`src/rtl/calc_pkg.sv`:
```
// Shared definitions for the BCD calculator controller: key codes, ALU opcodes
// and the controller state type.
package calc_pkg;

  localparam logic [4:0] KEY_ADD = 5'd10;
  localparam logic [4:0] KEY_SUB = 5'd11;
  localparam logic [4:0] KEY_EQ  = 5'd12;
  localparam logic [4:0] KEY_CLR = 5'd13;

  localparam logic [2:0] ALU_ADD = 3'b000;
  localparam logic [2:0] ALU_SUB = 3'b010;

  typedef enum logic [2:0] {
    ST_ENTER_A,
    ST_ENTER_B,
    ST_EXEC,
    ST_NEG,
    ST_SHOW
  } calc_state_t;

  function automatic logic is_digit(input logic [4:0] code);
    return code <= 5'd9;
  endfunction

  function automatic logic is_operator(input logic [4:0] code);
    return (code == KEY_ADD) || (code == KEY_SUB);
  endfunction

endpackage

```
`src/rtl/bcd_entry_reg.sv`:
```
// Two-digit packed-BCD entry register: clear beats load beats digit shift.
module bcd_entry_reg
(
  input  logic       clk,
  input  logic       nrst,
  input  logic       clear,
  input  logic       load,
  input  logic [7:0] load_val,
  input  logic       shift,
  input  logic [3:0] digit,
  output logic [7:0] value
);

  // New digits enter the low nibble; the oldest digit falls off the top.
  always_ff @(posedge clk or negedge nrst) begin
    if (!nrst) begin
      value <= 8'h00;
    end else if (clear) begin
      value <= 8'h00;
    end else if (load) begin
      value <= load_val;
    end else if (shift) begin
      value <= {value[3:0], digit};
    end
  end

endmodule

```
`src/rtl/bcd_calc_ctrl.sv`:
```
// Sequencing controller for the shared 2-digit BCD add/subtract ALU.
// Define CALC_CHAIN_EN to let an operator in SHOW chain the result into A.
module bcd_calc_ctrl
  import calc_pkg::*;
(
  input  logic       clk,
  input  logic       nrst,
  input  logic       key_valid,
  input  logic [4:0] key_code,
  output logic       key_ready,
  output logic [7:0] alu_op1,
  output logic [7:0] alu_op2,
  output logic [2:0] alu_opcode,
  input  logic [7:0] alu_result,
  input  logic       alu_cout,
  output logic [7:0] display,
  output logic       neg,
  output logic       ovf,
  output logic       result_valid,
  output logic       busy
);

  calc_state_t state, state_nxt;

  logic [7:0] a_val, b_val, result_q, a_load_val;
  logic [2:0] op_q;
  logic       accept;
  logic       a_clr, a_load, a_shift, b_clr, b_shift;
  logic       op_load, cap_exec, cap_neg, flags_clr, ovf_clr, rv_set;

  assign accept    = key_valid && key_ready;
  assign key_ready = (state != ST_EXEC) && (state != ST_NEG);
  assign busy      = !key_ready;

  bcd_entry_reg u_reg_a (
    .clk      (clk),
    .nrst     (nrst),
    .clear    (a_clr),
    .load     (a_load),
    .load_val (a_load_val),
    .shift    (a_shift),
    .digit    (key_code[3:0]),
    .value    (a_val)
  );

  bcd_entry_reg u_reg_b (
    .clk      (clk),
    .nrst     (nrst),
    .clear    (b_clr),
    .load     (1'b0),
    .load_val (8'h00),
    .shift    (b_shift),
    .digit    (key_code[3:0]),
    .value    (b_val)
  );

  always_ff @(posedge clk or negedge nrst) begin
    if (!nrst) state <= ST_ENTER_A;
    else       state <= state_nxt;
  end

  always_comb begin
    state_nxt  = state;
    a_clr      = 1'b0;
    a_load     = 1'b0;
    a_load_val = {4'h0, key_code[3:0]};
    a_shift    = 1'b0;
    b_clr      = 1'b0;
    b_shift    = 1'b0;
    op_load    = 1'b0;
    cap_exec   = 1'b0;
    cap_neg    = 1'b0;
    flags_clr  = 1'b0;
    ovf_clr    = 1'b0;
    rv_set     = 1'b0;

    case (state)
      ST_ENTER_A: begin
        if (accept && is_digit(key_code)) begin
          a_shift = 1'b1;
        end else if (accept && is_operator(key_code)) begin
          op_load   = 1'b1;
          b_clr     = 1'b1;
          state_nxt = ST_ENTER_B;
        end
      end
      ST_ENTER_B: begin
        if (accept && is_digit(key_code))         b_shift   = 1'b1;
        else if (accept && is_operator(key_code)) op_load   = 1'b1;
        else if (accept && key_code == KEY_EQ)    state_nxt = ST_EXEC;
      end
      ST_EXEC: begin
        cap_exec = 1'b1;
        // A subtract without carry-out borrowed: its result is a ten's complement.
        if (op_q == ALU_SUB && !alu_cout) begin
          state_nxt = ST_NEG;
        end else begin
          state_nxt = ST_SHOW;
          rv_set    = 1'b1;
        end
      end
      ST_NEG: begin
        cap_neg   = 1'b1;
        state_nxt = ST_SHOW;
        rv_set    = 1'b1;
      end
      ST_SHOW: begin
        if (accept && is_digit(key_code)) begin
          flags_clr = 1'b1;
          a_load    = 1'b1;
          state_nxt = ST_ENTER_A;
        end else if (accept && is_operator(key_code)) begin
`ifdef CALC_CHAIN_EN
          if (!neg) begin
            a_load     = 1'b1;
            a_load_val = result_q;
            op_load    = 1'b1;
            ovf_clr    = 1'b1;
            b_clr      = 1'b1;
            state_nxt  = ST_ENTER_B;
          end
`endif
        end
      end
      default: state_nxt = ST_ENTER_A;
    endcase

    if (accept && key_code == KEY_CLR) begin
      a_clr     = 1'b1;
      b_clr     = 1'b1;
      flags_clr = 1'b1;
      state_nxt = ST_ENTER_A;
    end
  end

  always_ff @(posedge clk or negedge nrst) begin
    if (!nrst) begin
      result_q     <= 8'h00;
      op_q         <= ALU_ADD;
      neg          <= 1'b0;
      ovf          <= 1'b0;
      result_valid <= 1'b0;
    end else begin
      result_valid <= rv_set;
      if (op_load) op_q <= (key_code == KEY_SUB) ? ALU_SUB : ALU_ADD;
      if (flags_clr || ovf_clr) ovf <= 1'b0;
      if (flags_clr) neg <= 1'b0;
      if (cap_exec) begin
        result_q <= alu_result;
        neg      <= 1'b0;
        ovf      <= (op_q == ALU_ADD) && alu_cout;
      end
      if (cap_neg) begin
        result_q <= alu_result;
        neg      <= 1'b1;
      end
    end
  end

  // Second pass computes 0 - complement, which yields the magnitude.
  always_comb begin
    alu_op1    = 8'h00;
    alu_op2    = 8'h00;
    alu_opcode = ALU_ADD;
    if (state == ST_EXEC) begin
      alu_op1    = a_val;
      alu_op2    = b_val;
      alu_opcode = op_q;
    end else if (state == ST_NEG) begin
      alu_op2    = result_q;
      alu_opcode = ALU_SUB;
    end
  end

  always_comb begin
    case (state)
      ST_ENTER_A: display = a_val;
      ST_SHOW:    display = result_q;
      default:    display = b_val;
    endcase
  end

endmodule

```
`config.mk`:
```
export PLATFORM = sky130hd
export DESIGN_NAME = bcd_calc_ctrl
export DESIGN_NICKNAME = d
export VERILOG_FILES = /design/src/rtl/calc_pkg.sv /design/src/rtl/bcd_entry_reg.sv /design/src/rtl/bcd_calc_ctrl.sv
export SDC_FILE = /design/constraint.sdc
export NUM_CORES = 1
export LEC_CHECK = 0
export BUFFER_PORTS_ARGS = -buffer_cell sky130_fd_sc_hd__buf_2
export CORE_MARGIN = 1
export CORE_UTILIZATION = 37
export CTS_BUF_LIST = sky130_fd_sc_hd__clkbuf_8
export CTS_CLUSTER_SIZE = 28
export DETAILED_ROUTE_END_ITERATION = 10
export GPL_TIMING_DRIVEN = 0
export SYNTH_ARGS = -nofsm -noshare
export SYNTH_HDL_FRONTEND = slang
export SYNTH_SLANG_ARGS = --single-unit
```
`constraint.sdc`:
```
create_clock -name clk -period 2 [get_ports clk]
set_clock_uncertainty 0.15 [all_clocks]
set_input_delay 0.1 -clock clk [delete_from_list [all_inputs] [get_ports clk]]
set_output_delay 0.1 -clock clk [all_outputs]
set_load 0.1 [all_outputs]
```
==> impl_metrics.csv, run 1 <==
group,metric,value,unit
run_status,status,"finished, final reports clean",
drt,via_per_inst,5.28,
pwr,p_sw,2.24,mW
finish,final_cells,323,
logic_synthesis,synth_top_area_share,43.2,%
floorplanning,die_width,71.6,um
pwr,swShare,54.9,%
logic_synthesis,synth_area_leaders,"dfrtp_1 (43%), mux2i_1 (15%), nor2_1 (7.7%)",
placement,place_congestion,0.885,
critical_path,critPathCaptureType,"primary output",
critical_path,cp-start-kind,"register",
clocking,cts.sinks,31,
drt,vias,1705,
critical_path,worstSetupPathType,"register to primary output",
drt,firstDrtPassIters,4,
floorplanning,start_util,39.8,%
clocking,cts_tree,"done",
placement,portBuffers,46,
clocking,cts_buffers,5,
drt,postRouteAntennaNets,0,
global_route,overflow,0,
clocking,worst_setup_hold_path_clk_slew,0.06,ns
timing,fin_ws,0.0342,ns
placement,place_inst,303,
global_route,antenna_found_initial,0,
clocking,clock_latency,0.28,ns
pwr,p_leak,1.35,nW
logic_synthesis,syn-cell-area,0.00179,mm^2
critical_path,required,1.75,ns
logic_synthesis,yosysMostFrequentCell,"nor2_1",
floorplanning,dieArea,0.00513,mm^2
logic_synthesis,synth_edf_count,0,
clocking,htreeDepth,2,
drt,drt-total-wl,5160,um
placement,place_area,0.00221,mm^2
finish,nFillCells,395,
finish,final_layout_size_suffix_gt1_share,34.7,%
finish,final_nets,287,
timing,rsz0062_at_grt,"true",
logic_synthesis,yosysWarnings,0,
timing,worst_slew_pin_slew,0.734,ns
pwr,peakVddDrop,1130,uV
global_route,grt_usage,21.3,%
clocking,cts_root_buf,"clkbuf_8",
logic_synthesis,async_flop_share,100,%
timing,finalSetupViolCount,0,
timing,slew_headroom,50.9,%
logic_synthesis,synthFlopType,"dfrtp_1",
finish,final_core_util,57.2,%
drt,drt_iter0_markers,84,
logic_synthesis,synthCells,204,
finish,design_area,0.00258,mm^2
drt,avgRoutedWirePerCell,16.0,um
pwr,power_density,1580,mW/mm^2
logic_synthesis,synth_top_area_cell,"dfrtp_1",
clocking,post_cts_buffers,0,
job,drv_cap,0,
clocking,cts_buffer_depth,2,
drt,drc,0,
logic_synthesis,synth_common_cells,"nor2_1 (37), dfrtp_1 (31), nand2_1 (29), mux2i_1 (26), a21oi_1 (17)",
placement,detailed_place_hpwl,3370,um
logic_synthesis,avgSynthCellArea,8.80,um^2
pwr,p_clk_share,11.4,%
min_path,hold_class,"input pin to register",
pwr,power_frac_comb,61.9,%
logic_synthesis,synth_cell_types,36,
pwr,cell_internal_pwr,1.84,mW
finish,syn2layout_area_growth,43.6,%
floorplanning,core_area,0.00450,mm^2
timing,fin_setup_tns,0,ns
global_route,grt_pass1_wl,8130,um
critical_path,crit_arrival,1.72,ns
floorplanning,rows,24,
logic_synthesis,yosysSeqAreaShare,43.2,%
timing,timing_hold_violations_final,0,
global_route,grt_pass1_vias,1601,
timing,min_period,1.97,ns
timing,final_max_slew_viol_count,0,
floorplanning,io_pins,49,
critical_path,crit_path_max_fanout,10,
logic_synthesis,ys_ff_latch,31,
global_route,grt_max_degree,32,
finish,antennaDiodeCount,0,
timing,clock.fmax,0.509,GHz
floorplanning,fp.dieH,71.6,um
placement,dpl_worst_slack,-0.312,ns
timing,fin_crit_sh,98.3,%
pwr,pwr-share-seq,26.8,%
-- what timing repair did --
item	in CTS	in global routing
setup endpoints to repair	27	19
endpoints found under the hold margin	44	0
resized for setup	51	13
hold buffers	12	0
-- flip-flops by register name (all words and copies together), names as in the netlist --
register       cells
result_q           8
u_reg_a.value      8
u_reg_b.value      8
state              3
neg                1
op_q               1
ovf                1
result_valid       1
-- through the flow --
step,hold WS [ns],total power [mW]
2_1_floorplan,-0.346,3.00
3_3_place_gp,0.0440,3.36
3_5_place_dp,0.0450,3.38
4_1_cts,0.0126,3.99
5_1_grt,0.0317,4.28
6_report,0.0139,4.08
-- power by group through the flow --
| stage | sequential [mW] | combinational (mW) | clock, mW |
|---|---|---|---|
| 2_1_floorplan | 1.12 | 1.88 | 0 |
| 6_report | 1.09 | 2.52 | 0.463 |
| 5_1_grt | 1.13 | 2.65 | 0.506 |
| 3_5_place_dp | 1.09 | 2.29 | 0 |
| 4_1_cts | 1.08 | 2.43 | 0.477 |
| 3_3_place_gp | 1.09 | 2.27 | 0 |
-- cell usage in the layout, fill, tap and decap left out, types with 2 or more instances in the layout --
cell type	synthesis	final
inv_1	5	6
buf_2	4	22
buf_6	1	20
clkbuf_4	0	2
nand2_1	29	29
dlygate4sd3_1	0	12
dfrtp_1	31	31
nor2b_1	5	5
a21oi_1	17	9
nand3b_1	2	2
conb_1	1	2
buf_4	2	14
and3_1	8	8
nor2_1	37	28
nand2b_1	2	2
mux2i_1	26	25
a21oi_2	0	7
nor2_4	0	9
nand4_1	4	4
nand3_1	5	5
clkbuf_8	0	5
-- path summary, 6_finish.rpt --
path | slack, ns | start | depth (start not counted) | endpoint
setup reg to reg | 0.17 | state[1] | 5 | u_reg_b.value[1]
min in group asynchronous | 0.25 | nrst | 2 | u_reg_a.value[2]
max in group asynchronous | 0.99 | nrst | 2 | u_reg_b.value[5]
setup / recovery | 0.03 | state[2] | 5 | display[4]
hold reg to reg | 0.36 | result_q[5] | 2 | result_q[5]
hold / removal | 0.01 | key_code[3] | 3 | u_reg_a.value[3]
-- cell families after synthesis --
group / share of synthesized area, %
buf+inv: 5.09
flops: 43.2
other cells: 0.209
compound gates: 9.69
mux: 15.1
simple gates: 26.6
-- worst max-delay path, stage by stage (launching register included) --
cell     delay (ns)
dfrtp_1        0.39
buf_4          0.23
buf_4          0.23
mux2i_2        0.31
a21oi_4        0.09
buf_6          0.18
-- metal layers --
layer	vias to the layer above	global-route usage [%]	share of wire [%]
met5	-	0	0
met4	0	5.23	0.81
met3	4	4.36	3.4
met2	43	34.1	50
met1	826	29.8	46
li1	832	-	-
-- layout make-up --
| type | count | area, um^2 | area share (%) |
|---|---|---|---|
| multi-input combinational | 155 | 1040 | 40.4 |
| sequential | 31 | 776 | 30.1 |
| timing repair buffer | 58 | 489 | 19.0 |
| buffer | 14 | 106 | 4.13 |
| clock buffer | 5 | 68.8 | 2.67 |
| tap | 52 | 65.1 | 2.53 |
| inverter | 5 | 18.8 | 0.729 |
| clock inverter | 3 | 12.5 | 0.486 |
(Power assumes the default switching activity.)
==> run 2: changes to the inputs <==
SETUP_SLACK_MARGIN = 0.3   (was unset)
==> run 2 against run 1 <==
Sequential cell count is the same. Register-to-register slack improved by 0.15 ns. Maximum frequency is 8.2% higher.
==> impl_metrics.csv, run 2 (synthesis results as in run 1) <==
group,metric,value,unit
clocking,cts_tree,"done",
pwr,p_leak,1.57,nW
run_status,status,"finished, final reports clean",
timing,clock.fmax,0.550,GHz
drt,firstDrtPassIters,4,
timing,final_max_slew_viol_count,0,
min_path,min_to,"op_q[1]",
finish,syn2layout_area_growth,87.8,%
critical_path,regToRegStartpoint,"state[1]",
global_route,grt_max_degree,32,
floorplanning,core_area,0.00450,mm^2
finish,design_area,0.00337,mm^2
critical_path,worstSetupPathType,"register to primary output",
drt,vias,1846,
critical_path,r2r-end,"u_reg_a.value[6]",
clocking,cts_buffers,5,
min_path,hold_class,"input pin to register",
timing,timing_hold_violations_final,0,
floorplanning,fp.dieH,71.6,um
clocking,cts_buffer_depth,2,
job,drv_cap,0,
drt,via_per_inst,5.35,
drt,avgRoutedWirePerCell,18.4,um
floorplanning,io_pins,49,
pwr,peakVddDrop,1200,uV
critical_path,critPathCaptureType,"primary output",
finish,layout_common_cells,"dfrtp_1 (31), nand2_1 (29), buf_12 (29)",
critical_path,rrSetupSlack,0.32,ns
timing,fin_setup_tns,0,ns
floorplanning,start_util,39.8,%
clocking,clock_latency,0.28,ns
timing,fin_ws,0.183,ns
finish,antennaDiodeCount,0,
placement,place_congestion,0.829,
timing,holdWs,0.00321,ns
clocking,worst_setup_hold_path_clk_slew,0.07,ns
critical_path,crit_path_max_fanout,8,
global_route,grt_pass1_vias,1836,
global_route,grt_pass1_wl,9720,um
critical_path,required,1.75,ns
clocking,cts.sinks,31,
min_path,min-delay-start,"key_code[0]",
timing,finalSetupViolCount,0,
drt,drt-total-wl,6350,um
placement,detailed_place_hpwl,3500,um
critical_path,cp-start-kind,"register",
pwr,power_density,1510,mW/mm^2
timing,slew_headroom,51.0,%
min_path,min_delay_path_depth,2,
placement,dpl_worst_slack,0.0641,ns
global_route,overflow,0,
drt,drc,0,
floorplanning,die_width,71.6,um
finish,layout_commonest_cell,"dfrtp_1",
placement,portBuffers,46,
floorplanning,rows,24,
timing,min_period,1.82,ns
clocking,htreeDepth,2,
clocking,cts_root_buf,"clkbuf_8",
critical_path,crit_arrival,1.57,ns
critical_path,ff2ff_path_depth,7,
timing,rsz0062_at_grt,"true",
finish,final_nets,309,
finish,largestRegisters,"result_q: 8 flops, u_reg_a.value: 8 flops, u_reg_b.value: 8 flops",
drt,drt_iter0_markers,133,
finish,final_layout_size_suffix_gt1_share,51.2,%
timing,worst_slew_pin_slew,0.735,ns
drt,postRouteAntennaNets,0,
global_route,antenna_found_initial,0,
timing,fin_crit_sh,90.9,%
placement,place_area,0.00232,mm^2
global_route,grt_usage,25.5,%
floorplanning,dieArea,0.00513,mm^2
[run 2: critical path, cell delays in order, from the launching register on]
cell     delay [ns]
dfrtp_1        0.43
buf_6          0.17
buf_8          0.15
mux2i_4        0.19
a21oi_4        0.16
buf_12         0.19
[run 2: report_power, final]
group | internal, mW | switching (mW) | leakage (nW)
clock network | 0.234 | 0.239 | 0.0505
logic | 1.36 | 2.07 | 1.13
registers | 0.881 | 0.294 | 0.380
[run 2: area by class of cell]
cell class	instances	area, um^2
multi-input cells	155	1260
fillers	304	1130
repair buffers	79	956
flip-flops and latches	31	776
plain buffers	14	199
clock buffers	5	68.8
well taps	52	65.1
inverters	5	22.5
clock inverters	3	12.5
repair inverters	1	7.51
[run 2: through the flow]
stage	utilization (%)	power, mW	std cells
global placement	51.5	3.54	303
finish	74.8	5.07	345
global route	74.8	5.30	345
floorplan	-	3.17	205
detailed placement	51.5	3.56	303
CTS	71.3	4.91	338
[run 2: repair_timing]
item / in CTS / in global routing
resized for setup: 150 / 25
cloned: 3 / 0
endpoints found under the hold margin: 40 / 0
hold buffers: 10 / 0
buffers inserted: 14 / 7
pin swaps: 11 / 7
setup endpoints to repair: 36 / 45
[run 2: worst max-delay path by stage]
stage	from	endpoint	cells after the start
final	state[2]	display[4]	5
after global routing	state[1]	display[3]	6
after CTS	state[2]	alu_op2[3]	5
after detailed placement	state[0]	alu_op1[0]	5
after global placement	state[0]	alu_op1[0]	5
after floorplan	state[0]	display[4]	5
[run 2: routing by layer]
metal  wire length (um)  share of wire, %  up-vias  GRT usage (%)
met2               3300                52       56           41.5
met4                 43              0.68        0           7.19
met5                  0                 0        -              0
li1                   -                 -      874              -
met1               2760                43      910           35.2
met3                250               3.9        6           4.22
